===== src/rtl/monitor_overlay_ctrl_if.sv =====
// CPU-side bus bundle for the monitor overlay controller.
// The master drives the 6502 bus cycle and NMI; the slave returns the
// monitor/RAM decode.
interface monitor_overlay_ctrl_if;
  logic [15:0] cpu_addr;
  logic        cpu_rw;
  logic        cpu_sync;
  logic        bus_strobe;
  logic        nmi_n;
  logic        mon_sel;
  logic [7:0]  mon_addr;
  logic        mon_we;
  logic        ram_cs;
  logic        ram_we;

  modport master (
    output cpu_addr, cpu_rw, cpu_sync, bus_strobe, nmi_n,
    input  mon_sel, mon_addr, mon_we, ram_cs, ram_we
  );

  modport slave (
    input  cpu_addr, cpu_rw, cpu_sync, bus_strobe, nmi_n,
    output mon_sel, mon_addr, mon_we, ram_cs, ram_we
  );
endinterface


===== src/rtl/monitor_overlay_ctrl.sv =====
// Monitor-ROM overlay sequencer.
// A debug NMI arms the overlay. The vector fetch is served from the monitor
// window. The vector-high read switches the whole OVL_PAGE to the monitor.
// A sync fetch outside that page (the post-RTI opcode) returns the bus to RAM.
// Decode is combinational from the registered state; every transition is registered.
module monitor_overlay_ctrl #(
  parameter logic [7:0]  OVL_PAGE    = 8'hFF,
  parameter logic [15:0] VEC_LO      = 16'hFFFA,
  parameter logic [7:0]  ARM_TIMEOUT = 8'd64   // legal range 1..255
) (
  input  logic                    clk_i,
  input  logic                    rst_i,
  monitor_overlay_ctrl_if.slave   bus,
  output logic [1:0]              state_o,
  output logic                    arm_timeout_o,
  output logic [7:0]              ovl_entries_o
);

  typedef enum logic [1:0] {
    ST_NORMAL  = 2'd0,
    ST_ARMED   = 2'd1,
    ST_OVERLAY = 2'd2,
    ST_ILLEGAL = 2'd3
  } state_t;

  localparam logic [15:0] VEC_HI  = VEC_LO + 16'd1;
  localparam logic [7:0]  TO_LAST = ARM_TIMEOUT - 8'd1;

  state_t     state_q;
  logic [7:0] cnt_q;
  logic [7:0] ovl_entries_q;
  logic       arm_timeout_q;
  logic       nmi_q;
  // High for the first clock after reset. This masks the fall that the
  // reset value of nmi_q would otherwise fake when nmi_n is held low
  // through reset.
  logic       rst_q;

  logic       nmi_fall;
  logic       vec_hi_rd;
  logic       in_page;
  logic       mon_sel_c;

  assign nmi_fall  = nmi_q & ~bus.nmi_n & ~rst_q;
  assign in_page   = (bus.cpu_addr[15:8] == OVL_PAGE);
  assign vec_hi_rd = bus.bus_strobe & bus.cpu_rw & (bus.cpu_addr == VEC_HI);

  // Zero-latency decode of the live bus cycle against the current state.
  always_comb begin
    mon_sel_c = 1'b0;
    case (state_q)
      ST_ARMED:   mon_sel_c = bus.cpu_rw & ((bus.cpu_addr == VEC_LO) | (bus.cpu_addr == VEC_HI));
      ST_OVERLAY: mon_sel_c = in_page;
      default:    mon_sel_c = 1'b0;
    endcase
  end

  assign bus.mon_sel  = mon_sel_c;
  assign bus.mon_addr = mon_sel_c ? bus.cpu_addr[7:0] : 8'h00;
  assign bus.mon_we   = bus.bus_strobe & ~bus.cpu_rw & mon_sel_c;
  assign bus.ram_cs   = ~mon_sel_c;
  assign bus.ram_we   = ~bus.cpu_rw & ~mon_sel_c;

  assign state_o       = state_q;
  assign arm_timeout_o = arm_timeout_q;
  assign ovl_entries_o = ovl_entries_q;

  // Overlay FSM with the NMI edge history, arm timer and registered status outputs.
  always_ff @(posedge clk_i) begin
    if (rst_i) begin
      state_q       <= ST_NORMAL;
      cnt_q         <= 8'd0;
      ovl_entries_q <= 8'd0;
      arm_timeout_q <= 1'b0;
      nmi_q         <= 1'b1;
      rst_q         <= 1'b1;
    end else begin
      nmi_q         <= bus.nmi_n;
      rst_q         <= 1'b0;
      arm_timeout_q <= 1'b0;
      case (state_q)
        ST_NORMAL: begin
          // A strobe on the same clock as the fall is not counted.
          if (nmi_fall) begin
            state_q <= ST_ARMED;
            cnt_q   <= 8'd0;
          end
        end
        ST_ARMED: begin
          // The vector-high read beats both a re-arm and expiry on the same strobe.
          if (vec_hi_rd) begin
            state_q       <= ST_OVERLAY;
            ovl_entries_q <= ovl_entries_q + 8'd1;
          end else if (nmi_fall) begin
            cnt_q <= 8'd0;
          end else if (bus.bus_strobe) begin
            if (cnt_q == TO_LAST) begin
              state_q       <= ST_NORMAL;
              arm_timeout_q <= 1'b1;
              cnt_q         <= 8'd0;
            end else begin
              cnt_q <= cnt_q + 8'd1;
            end
          end
        end
        ST_OVERLAY: begin
          // NMI edges are ignored here. Only an opcode fetch off the page ends the overlay.
          if (bus.bus_strobe & bus.cpu_sync & ~in_page)
            state_q <= ST_NORMAL;
        end
        default: state_q <= ST_NORMAL;
      endcase
    end
  end

endmodule


===== src/flat_wrapper.sv =====
// flat-port wrapper written by rule: the top's interface ports become plain ports
module monitor_overlay_ctrl_flat 
#(
  parameter logic [7:0]  OVL_PAGE    = 8'hFF,
  parameter logic [15:0] VEC_LO      = 16'hFFFA,
  parameter logic [7:0]  ARM_TIMEOUT = 8'd64                        
)
  (clk_i, rst_i, state_o, arm_timeout_o, ovl_entries_o, bus_cpu_addr, bus_cpu_rw, bus_cpu_sync, bus_bus_strobe, bus_nmi_n, bus_mon_sel, bus_mon_addr, bus_mon_we, bus_ram_cs, bus_ram_we);
  monitor_overlay_ctrl_if bus_i ();
  input  logic clk_i;
  input  logic rst_i;
  output logic [1:0] state_o;
  output logic arm_timeout_o;
  output logic [7:0] ovl_entries_o;
  input wire logic [$bits(bus_i.cpu_addr)-1:0] bus_cpu_addr;
  input wire logic [$bits(bus_i.cpu_rw)-1:0] bus_cpu_rw;
  input wire logic [$bits(bus_i.cpu_sync)-1:0] bus_cpu_sync;
  input wire logic [$bits(bus_i.bus_strobe)-1:0] bus_bus_strobe;
  input wire logic [$bits(bus_i.nmi_n)-1:0] bus_nmi_n;
  output wire logic [$bits(bus_i.mon_sel)-1:0] bus_mon_sel;
  output wire logic [$bits(bus_i.mon_addr)-1:0] bus_mon_addr;
  output wire logic [$bits(bus_i.mon_we)-1:0] bus_mon_we;
  output wire logic [$bits(bus_i.ram_cs)-1:0] bus_ram_cs;
  output wire logic [$bits(bus_i.ram_we)-1:0] bus_ram_we;
  assign bus_i.cpu_addr = bus_cpu_addr;
  assign bus_i.cpu_rw = bus_cpu_rw;
  assign bus_i.cpu_sync = bus_cpu_sync;
  assign bus_i.bus_strobe = bus_bus_strobe;
  assign bus_i.nmi_n = bus_nmi_n;
  assign bus_mon_sel = bus_i.mon_sel;
  assign bus_mon_addr = bus_i.mon_addr;
  assign bus_mon_we = bus_i.mon_we;
  assign bus_ram_cs = bus_i.ram_cs;
  assign bus_ram_we = bus_i.ram_we;
  monitor_overlay_ctrl #(.OVL_PAGE(OVL_PAGE), .VEC_LO(VEC_LO), .ARM_TIMEOUT(ARM_TIMEOUT)) u_core (.clk_i(clk_i), .rst_i(rst_i), .bus(bus_i), .state_o(state_o), .arm_timeout_o(arm_timeout_o), .ovl_entries_o(ovl_entries_o));
endmodule

===== config.mk =====
export PLATFORM = sky130hd
export DESIGN_NAME = monitor_overlay_ctrl_flat
export DESIGN_NICKNAME = d
export VERILOG_FILES = /design/src/rtl/monitor_overlay_ctrl_if.sv /design/src/rtl/monitor_overlay_ctrl.sv /design/src/flat_wrapper.sv
export SDC_FILE = /design/constraint.sdc
export NUM_CORES = 1
export LEC_CHECK = 0
export CORE_MARGIN = 4
export CORE_UTILIZATION = 35
export CTS_CLUSTER_DIAMETER = 60
export DETAILED_ROUTE_END_ITERATION = 10
export PLACE_DENSITY_LB_ADDON = 0.05
export SLEW_MARGIN = 20
export SYNTH_ARGS = -nofsm -noshare
export SYNTH_HDL_FRONTEND = slang
export SYNTH_SLANG_ARGS = --single-unit

===== constraint.sdc =====
create_clock -name clk_i -period 2.1 [get_ports clk_i]
set_input_delay 0.21 -clock clk_i [delete_from_list [all_inputs] [get_ports clk_i]]
set_output_delay 0.21 -clock clk_i [all_outputs]
set_load 0.005 [all_outputs]

==> impl_metrics.py <==
metrics = {
    "logic_synthesis": {
        "synthMuxAreaShare": 0.0165,
        "synth-xor-area-share": 0.0432,
        "synth_nets": 169,
        "syn-cell-area_sq_um": 1220,
        "synth-seq-cells": 21,
        "ys_types": 43,
        "ys_warn_count": 0,
        "synth_top_family_by_area": "simple AND/OR/NAND/NOR gates",
        "synthAdderAreaFrac": 0.0514,
        "synthSimpleGateAreaFrac": 0.350,
        "synth_cells": 142,
        "synth.avg_cell_area_sq_um": 8.56,
        "yosysSeqAreaShare": 0.346,
        "synth_compound_gate_area_share": 0.155,
    },
    "drt": {
        "vias": 1267,
        "routedWlPerCell_um": 13.1,
        "avgViaCountPerCell": 5.09,
        "dr.pass1.iters": 5,
        "drc_errors": 0,
        "drtAntennaViolNets": 0,
        "wirelength_um": 3250,
        "drtIter0Drc": 44,
    },
    "clocking": {
        "clock-sinks": 21,
        "cts-root-buf": "clkbuf_4",
        "cts.reportedPaths.clkPinSlew_ns": 0.11,
        "cts_buffers": 3,
        "cts_buffer_depth": 2,
        "tritoncts": "built",
        "htreeDepth": 1,
        "insertion_delay_ns": 0.30,
    },
    "floorplanning": {
        "start_util": 0.364,
        "die-height_um": 66.9,
        "die_x_um": 66.9,
        "core-area_sq_um": 3340,
        "rows": 21,
        "ioPinCount": 45,
        "die_area_sq_um": 4480,
    },
    "worst_setup_path": {
        "max_stage_delay_ns": 0.41,
        "cp.arrival_ns": 1.81,
        "cp.required_ns": 1.89,
        "crit_chain": "clkdlybuf4s50_1, and4_1, and2_4, a21oi_4, nor2_2, buf_2, buf_4, nor2_1, dlygate4sd2_1",
        "cpMaxStageDelayCell": "clkdlybuf4s50_1",
        "crit_end": "bus_ram_we",
        "worst-path-max-fanout": 4,
        "r2r_slack_ns": 0.29,
        "cp-startpoint": "bus_cpu_rw",
        "r2r-end": "u_core.state_o[0]",
        "reg2regPathDepth": 7,
        "crit_type": "primary input to primary output",
        "end_kind": "primary output",
        "startpoint_type": "primary input",
        "r2r-start": "u_core.cnt_q[0]",
    },
    "global_route": {
        "grt_pass1_vias": 1253,
        "antenna_found_initial": 0,
        "grt_max_degree": 16,
        "grt_usage": 0.147,
        "overflow": 0,
        "busiest_layer": "met2",
        "grtUsageMet3": 0.0371,
        "grt_use_met1": 0.164,
        "grt_pass1_wl_um": 5190,
        "use_met2": 0.272,
    },
    "power": {
        "power_density_nw_per_um2": 472,
        "power_uw": 880,
        "ir_worst_vdd_mv": 0.362,
        "leakagePower_nw": 0.738,
    },
    "cells_and_area": {
        "diodes": 0,
        "nets": 231,
        "area_growth_pct": 53.3,
        "nFillCells": 343,
        "final_area_sq_um": 1860,
        "drive_gt1_frac": 0.197,
    },
    "timing": {
        "setup_viol": 0,
        "max_freq_mhz": 496,
        "max_slew.worst_pin.slew_ns": 0.406,
        "slew_headroom": 0.729,
        "finalCriticalPeriod_ns": 2.02,
        "fin_worst_skew_ns": 0.00895,
        "report.final.slew_viol_count": 0,
        "grt_setup_unrepaired": "false",
        "hold_viol": 0,
        "period_share": 0.960,
        "fin_hold_ws_ns": 0.511,
    },
    "placed_design": {
        "placed_area_sq_um": 1770,
        "numPortBuffers": 44,
        "place.gp.congestion": 0.752,
        "dp_hpwl_um": 2570,
    },
    "min_path": {
        "hold_depth": 2,
        "min_path_type": "flop to flop",
    },
    "outcome": {
        "status": "complete, no violations",
    },
    "run": {
        "max_cap_violations": 0,
    },
}
[cell families (layout without fill, tap and decap cells)]
group / count (synthesis) / after routing
and+or+nand+nor: 72 / 72
AOI/OAI and AO/OA: 26 / 26
DFF: 21 / 21
buffers and inverters: 10 / 71
xor gates and xnor gates: 6 / 6
adders and majority gates: 5 / 5
muxes: 2 / 2
[synthesized netlist by cell type (all sizes together)]
cell,instances,area [sq um]
or3,4,25.0
or4,1,7.51
a21boi,2,18.8
a211o,2,17.5
nand2,8,30.0
o22ai,1,6.26
nand3,5,25.0
ha,5,62.6
inv,5,18.8
and4,6,52.6
nor2,13,48.8
nand4,4,25.0
a311oi,2,17.5
nor4,2,12.5
nor3b,2,15.0
nor4b,1,8.76
buf,3,20.0
clkbuf,2,7.51
dfxtp,21,420
o31ai,2,15.0
a21oi,5,28.8
a31o,1,8.76
a221o,1,10.0
nand3b,1,7.51
or3b,1,11.3
a31oi,4,25.0
xor2,6,52.6
nor2b,1,6.26
o21ai,3,15.0
and2,13,82.6
and4b,1,10.0
or2,1,6.26
a21bo,1,10.0
nand2b,4,25.0
o32ai,1,8.76
mux2i,2,20.0
and3,4,26.3
o211ai,1,7.51
[per-stage QoR]
| stage | setup slack [ns] | util | instances | setup TNS (ns) |
|---|---|---|---|---|
| global route | 0.00635 | 0.559 | 249 | 0 |
| CTS | 0.00665 | 0.552 | 247 | 0 |
| global placement | -0.107 | 0.530 | 238 | -1.01 |
| detailed placement | -0.146 | 0.530 | 238 | -1.33 |
| floorplan | 0.419 | - | 142 | 0 |
| finish | 0.0833 | 0.559 | 249 | 0 |
[sequential cells by signal, summed over array words and instances, names as in the netlist]
signal / flops
u_core.cnt_q: 8
u_core.ovl_entries_o: 8
u_core.state_o: 2
u_core.arm_timeout_o: 1
u_core.nmi_q: 1
u_core.rst_q: 1
[what timing repair did]
item,CTS,global route
buffers inserted,4,2
hold buffers,0,0
gates cloned,1,0
resized for setup,21,8
pin swaps,2,2
endpoints found under the setup margin,12,3
[worst max-delay path, delay by kind of cell]
kind	cells	cell delay, ns
compound gates	1	0.15
buf+inv	4	0.91
simple gates	4	0.52
[layout make-up]
cell class	count	area [sq um]	area share
multi-input combinational	111	786	0.421
timing repair buffer	62	551	0.295
sequential	21	425	0.228
tap	46	57.6	0.0309
clock buffer	4	26.3	0.0141
inverter	5	18.8	0.0101
[worst min-delay path by stage]
stage                            startpoint                       to  slack, ns
detailed placement  u_core.ovl_entries_o[1]  u_core.ovl_entries_o[1]       0.50
finish              u_core.ovl_entries_o[1]  u_core.ovl_entries_o[1]       0.51
global placement            u_core.cnt_q[0]          u_core.cnt_q[0]       0.48
CTS                 u_core.ovl_entries_o[1]  u_core.ovl_entries_o[1]       0.51
floorplan                             rst_i             u_core.rst_q       0.24
global route                      bus_nmi_n             u_core.nmi_q       0.55
[power breakdown]
group | internal (mW) | switching (mW)
clock network | 0.0739 | 0.117
logic | 0.143 | 0.123
registers | 0.412 | 0.00995
[per-layer routing]
metal	vias up	part of all wire	wire length [um]
met5	-	0	0
met4	0	0.0062	20
met3	2	0.034	112
met2	25	0.52	1680
met1	600	0.44	1440
li1	640	-	-
[placed cells by master (no fill, tap or decap), types with 4 or more instances in the layout]
master            n
inv_1             4
nand2_1           8
dlygate4sd2_1    10
xor2_1            6
or3_1             4
nor2_1           12
nand2b_1          4
buf_4            17
and2_1           11
and4_1            6
a31oi_1           4
nand4_1           4
nand3_1           4
dfxtp_1          19
clkdlybuf4s50_1  32
Note: power is estimated with default switching activity, not from simulation.
